**config.mk**
```make
export PLATFORM = sky130hd
export DESIGN_NAME = flags_reg_stage
export DESIGN_NICKNAME = d
export VERILOG_FILES = /design/src/rtl/flags_reg_stage_pkg.sv /design/src/rtl/flags_pending_fsm.sv /design/src/rtl/flags_reg_stage.sv
export SDC_FILE = /design/constraint.sdc
export NUM_CORES = 1
export LEC_CHECK = 0
export CORE_AREA = 2 2 39 41
export CTS_BUF_LIST = sky130_fd_sc_hd__clkbuf_4 sky130_fd_sc_hd__clkbuf_8
export CTS_CLUSTER_SIZE = 25
export DETAILED_ROUTE_END_ITERATION = 6
export DIE_AREA = 0 0 41 43
export DONT_BUFFER_PORTS = 1
export PLACE_DENSITY = 0.5
export SLEW_MARGIN = 15
export SYNTH_ARGS = -nofsm -noshare
export SYNTH_HDL_FRONTEND = slang
export SYNTH_SLANG_ARGS = --single-unit
```
**constraint.sdc**
```tcl
create_clock -name clk -period 1.2 [get_ports clk]
set_input_delay 0.3 -clock clk [delete_from_list [all_inputs] [get_ports clk]]
set_output_delay 0.3 -clock clk [all_outputs]
set_load 0.01 [all_outputs]
```
**src/rtl/flags_reg_stage_pkg.sv**
```systemverilog
// Shared pipeline definitions for the flag register stage: widths, flag bit
// positions, the always-true condition code and the pending-op state type.
package flags_reg_stage_pkg;

    localparam int unsigned ALU_FLAGS_WIDTH = 5;
    localparam int unsigned FW_WIDTH        = 2;
    localparam int unsigned COND_WIDTH      = 4;

    localparam int unsigned FLAG_S = 4;
    localparam int unsigned FLAG_N = 3;
    localparam int unsigned FLAG_Z = 2;
    localparam int unsigned FLAG_C = 1;
    localparam int unsigned FLAG_V = 0;

    localparam logic [COND_WIDTH-1:0] COND_AL = 4'b1110;

    typedef enum logic {
        ST_IDLE = 1'b0,
        ST_BUSY = 1'b1
    } pend_state_e;

endpackage

```
**src/rtl/flags_pending_fsm.sv**
```systemverilog
// Tracks one outstanding multi-cycle flag-setting op: its write mask,
// completion, and rejected launches while it is still in flight.
module flags_pending_fsm
    import flags_reg_stage_pkg::*;
(
    input  logic                clk,
    input  logic                reset,
    input  logic                launch_i,
    input  logic [FW_WIDTH-1:0] mc_fw_i,
    input  logic                mc_done_i,
    output logic                mc_busy_o,
    output logic [FW_WIDTH-1:0] pend_mask_o,
    output logic                mc_overrun_o,
    output logic                mc_complete_c_o
);

    pend_state_e         state_q, state_d;
    logic [FW_WIDTH-1:0] mask_q, mask_d;
    logic                overrun_q, overrun_d;

    always_ff @(posedge clk or posedge reset) begin
        if (reset) begin
            state_q   <= ST_IDLE;
            mask_q    <= '0;
            overrun_q <= 1'b0;
        end else begin
            state_q   <= state_d;
            mask_q    <= mask_d;
            overrun_q <= overrun_d;
        end
    end

    // A launch with an empty mask has nothing to wait for, so it never leaves IDLE.
    always_comb begin
        state_d         = state_q;
        mask_d          = mask_q;
        overrun_d       = 1'b0;
        mc_complete_c_o = 1'b0;
        case (state_q)
            ST_IDLE: begin
                if (launch_i && (mc_fw_i != '0)) begin
                    state_d = ST_BUSY;
                    mask_d  = mc_fw_i;
                end
            end
            ST_BUSY: begin
                if (mc_done_i) begin
                    mc_complete_c_o = 1'b1;
                    if (launch_i && (mc_fw_i != '0)) begin
                        mask_d = mc_fw_i;
                    end else begin
                        state_d = ST_IDLE;
                        mask_d  = '0;
                    end
                end else if (launch_i) begin
                    overrun_d = 1'b1;
                end
            end
            default: begin
                state_d = ST_IDLE;
                mask_d  = '0;
            end
        endcase
    end

    assign mc_busy_o    = (state_q == ST_BUSY);
    assign pend_mask_o  = mask_q;
    assign mc_overrun_o = overrun_q;

endmodule

```
**src/rtl/flags_reg_stage.sv**
```systemverilog
// Architectural {S,N,Z,C,V} flag register: merges execute-stage commits and
// multi-cycle op results, and stalls decode while flags are still pending.
module flags_reg_stage
    import flags_reg_stage_pkg::*;
#(
    parameter int unsigned ALU_FLAGS_WIDTH = flags_reg_stage_pkg::ALU_FLAGS_WIDTH
) (
    input  logic                       clk,
    input  logic                       reset,
    input  logic                       valid_e,
    input  logic                       stall_e,
    input  logic                       flush_e,
    input  logic                       cond_ex,
    input  logic [FW_WIDTH-1:0]        flags_write,
    input  logic [ALU_FLAGS_WIDTH-1:0] alu_flags,
    input  logic                       sat_set,
    input  logic                       sat_clr,
    input  logic [COND_WIDTH-1:0]      dec_cond,
    input  logic [FW_WIDTH-1:0]        dec_flags_write,
    input  logic                       mc_start,
    input  logic [FW_WIDTH-1:0]        mc_fw,
    input  logic                       mc_done,
    input  logic [ALU_FLAGS_WIDTH-1:0] mc_flags,
    output logic [ALU_FLAGS_WIDTH-1:0] flags,
    output logic                       mc_busy,
    output logic                       flag_stall,
    output logic                       mc_overrun
);

    logic [ALU_FLAGS_WIDTH-1:0] flags_q, flags_d;
    logic [FW_WIDTH-1:0]        pend_mask;
    logic                       commit_c;
    logic                       mc_complete_c;
    logic                       unused_s_bits;

    assign commit_c = valid_e & ~stall_e & ~flush_e & cond_ex;

    // S only moves through sat_set/sat_clr; the S bits of both flag buses are don't-care.
    assign unused_s_bits = alu_flags[FLAG_S] ^ mc_flags[FLAG_S];

    flags_pending_fsm u_pending (
        .clk             (clk),
        .reset           (reset),
        .launch_i        (mc_start & commit_c),
        .mc_fw_i         (mc_fw),
        .mc_done_i       (mc_done),
        .mc_busy_o       (mc_busy),
        .pend_mask_o     (pend_mask),
        .mc_overrun_o    (mc_overrun),
        .mc_complete_c_o (mc_complete_c)
    );

    always_ff @(posedge clk or posedge reset) begin
        if (reset) begin
            flags_q <= '0;
        end else begin
            flags_q <= flags_d;
        end
    end

    // Older multi-cycle result first, so the younger execute commit overrides it.
    always_comb begin
        flags_d = flags_q;
        if (mc_complete_c) begin
            if (pend_mask[1]) begin
                flags_d[FLAG_N] = mc_flags[FLAG_N];
                flags_d[FLAG_Z] = mc_flags[FLAG_Z];
            end
            if (pend_mask[0]) begin
                flags_d[FLAG_C] = mc_flags[FLAG_C];
                flags_d[FLAG_V] = mc_flags[FLAG_V];
            end
        end
        if (commit_c) begin
            if (flags_write[1]) begin
                flags_d[FLAG_N] = alu_flags[FLAG_N];
                flags_d[FLAG_Z] = alu_flags[FLAG_Z];
            end
            if (flags_write[0]) begin
                flags_d[FLAG_C] = alu_flags[FLAG_C];
                flags_d[FLAG_V] = alu_flags[FLAG_V];
            end
            if (sat_set) begin
                flags_d[FLAG_S] = 1'b1;
            end else if (sat_clr) begin
                flags_d[FLAG_S] = 1'b0;
            end
        end
    end

    assign flags      = flags_q;
    assign flag_stall = mc_busy & ~mc_done
                      & ((dec_cond != COND_AL) | (dec_flags_write != '0));

endmodule

```
==> flow_metrics.env <==
export IMPL_dp_hpwl_um=821.6
export IMPL_hp_class="primary input to flip-flop"
export IMPL_r2r_end="flags[1]$_DFF_PP0_"
export IMPL_avgSynthCellArea_um2=10.44
export IMPL_startpoint_type="flip-flop"
export IMPL_reg2reg_from="u_pending.mc_busy_o$_DFF_PP0_"
export IMPL_tns_ps=0
export IMPL_ant_nets=0
export IMPL_status="complete, no violations"
export IMPL_fp_dieArea_um2=1763
export IMPL_crit_path_end_kind="primary output"
export IMPL_yosysWarnings=0
export IMPL_crit_start="u_pending.mc_busy_o$_DFF_PP0_"
export IMPL_post_route_drc_count=0
export IMPL_syn_inst=44
export IMPL_fill_cells=141
export IMPL_r2r_cells=4
export IMPL_slew_viol_final=0
export IMPL_critPathBufInv=1
export IMPL_io_pins=38
export IMPL_grt_pass1_wl_um=1628
export IMPL_finClkSkew_ps=0.4497
export IMPL_numPortBuffers=0
export IMPL_finalNetCount=83
export IMPL_finalPower_uw=765.2
export IMPL_max_stage_delay_ps=430
export IMPL_crit_family="flip-flops"
export IMPL_via_per_inst=5.500
export IMPL_start_util=0.3318
export IMPL_grt_max_degree=10
export IMPL_overflow=0
export IMPL_wl_um=1003
export IMPL_p_leak_uw=0.0002609
export IMPL_multi_input_area_um2=239.0
export IMPL_finalHoldViolations=0
export IMPL_crit_required_ps=900
export IMPL_p_per_area_nw_per_um2=1368
export IMPL_dr_pass1_iters=4
export IMPL_rsz0062_at_grt="no"
export IMPL_endpoint="mc_busy"
export IMPL_clock_root_buffer="clkbuf_4"
export IMPL_setup_worst_path_class="flip-flop to primary output"
export IMPL_synth_fp_nets=74
export IMPL_cp_depth=1
export IMPL_crit_path_top_delay_cell="dfrtp_2"
export IMPL_ys_ff_latch=9
export IMPL_drive_above_1_share=0.2885
export IMPL_area_growth_pct=21.80
export IMPL_clkSinkCount=9
export IMPL_place_gp_congestion=0.6377
export IMPL_drtIter0Drc=4
export IMPL_maxSlewHeadroom=0.7840
export IMPL_setup_violations=0
export IMPL_regArea_um2=226.5
export IMPL_cts_buffers=3
export IMPL_wl_per_cell_um=14.75
export IMPL_die_h_um=43
export IMPL_layout_min_cycle_time_ps=1133
export IMPL_clock_fmax_mhz=882.8
export IMPL_insertion_delay_ps=250
export IMPL_seq_area_frac_synth=0.4905
export IMPL_n_antenna_cell=0
export IMPL_cap_viol_max_count=0
export IMPL_antenna_found_initial=0
export IMPL_core_um2=1384
export IMPL_h_tree_depth=1
export IMPL_vdd_ir_drop_max_mv=0.5156
export IMPL_worst_pin_slew_ps=321.6
export IMPL_clk_path_buf_depth=2
export IMPL_grt_pass1_vias=418
export IMPL_cts_tree="yes"
export IMPL_hold_ws_ps=180.9
export IMPL_cp_max_fo=3
export IMPL_fin_crit_sh=0.9440
export IMPL_core_rowCount=14
export IMPL_track_usage=0.1376
export IMPL_num_vias=374
export IMPL_reg2reg_slack_ps=70
export IMPL_die_x_um=41
export IMPL_synth_cell_type_count=16
export IMPL_worstPathCellList="buf_4"
export IMPL_path_clk_slew_ps=60
export IMPL_syn_area_um2=459.2
export IMPL_arrival_ps=830
==> area by class of cell <==
type | count | area share
multi-input cells | 33 | 0.4273
flip-flops and latches | 9 | 0.4049
repair buffers | 5 | 0.07159
clock buffers | 4 | 0.05369
well taps | 16 | 0.03579
inverters | 1 | 0.006711
==> stage by stage <==
stage	cells	setup WS, ps	area (um2)	util
after floorplan	44	24.40	459.2	-
after global placement	62	1.012	490.5	0.3544
after detailed placement	62	-12.45	490.5	0.3544
after CTS	68	22.07	554.3	0.4005
after global routing	68	1.466	559.3	0.4042
final	68	67.20	559.3	0.4042
==> routing by layer <==
metal / global-route usage / routed length [um] / vias to the layer above
li1: - / - / 181
met1: 0.1655 / 368 / 172
met2: 0.2063 / 533 / 21
met3: 0.05759 / 101 / 0
met4: 0.06000 / 0 / 0
met5: 0 / 0 / -
==> repair_timing <==
item / CTS / global route
endpoints found under the hold margin: 9 / 0
resized for setup: 4 / 1
hold buffers: 1 / 0
pin swaps: 1 / 1
endpoints found under the setup margin: 1 / 3
setup buffers: 1 / 0
==> synth_stat cells <==
cell,number,area [um2]
mux2i_1,4,40.04
and4bb_1,1,12.51
nand2_1,3,11.26
inv_1,1,3.750
buf_6,1,11.26
a32o_1,2,20.02
o21ai_0,5,25.02
nand2b_1,1,6.260
a22o_2,1,10.01
and3_1,1,6.260
nor3_1,1,5.000
nor2_1,3,11.26
nand3_1,6,30.03
and2_2,2,15.01
nand4b_1,3,26.28
dfrtp_1,9,225.2
==> power by group <==
part           leakage (uW)  internal (uW)  switching [uW]
Clock             0.0000184            150            99.3
Combinational      0.000128           53.1            37.7
Sequential         0.000114            364            61.3
Total              0.000261            567             198
==> cell usage in the layout (no fill, tap or decap), drive strengths merged, types with 2 or more instances in the layout <==
master  synthesis  final
nand3           6      6
o21ai           5      5
buf             1      4
nand4b          3      3
mux2i           4      4
dfrtp           9      9
nor2            3      3
clkbuf          0      4
a32o            2      2
nand2           3      3
and2            2      2
==> sequential cells by signal, summed over array words and instances (netlist names) <==
| register | count |
|---|---|
| u_pending.mc_overrun_o | 1 |
| u_pending.mc_busy_o | 1 |
| u_pending.pend_mask_o | 2 |
| flags | 5 |
==> worst min path at each step <==
stage	startpoint	end	slack (ps)	cells past startpoint
2_1_floorplan	reset	flags[0]$_DFF_PP0_	130	1
3_3_place_gp	reset	flags[4]$_DFFE_PP0P_	170	1
3_5_place_dp	reset	flags[4]$_DFFE_PP0P_	170	1
4_1_cts	mc_start	u_pending.mc_overrun_o$_DFF_PP0_	160	2
5_1_grt	mc_fw[0]	u_pending.pend_mask_o[0]$_DFFE_PP0P_	170	1
6_report	mc_start	u_pending.mc_overrun_o$_DFF_PP0_	180	2
==> cells by family after synthesis <==
logic type / after synthesis / synth area share
AO/OA/AOI/OAI: 8 / 0.1199
multiplexers: 4 / 0.08720
AND/OR/NAND/NOR: 21 / 0.2698
buffers and inverters: 2 / 0.03269
flip-flops: 9 / 0.4905
No activity file was read; power rests on OpenSTA's default activity.
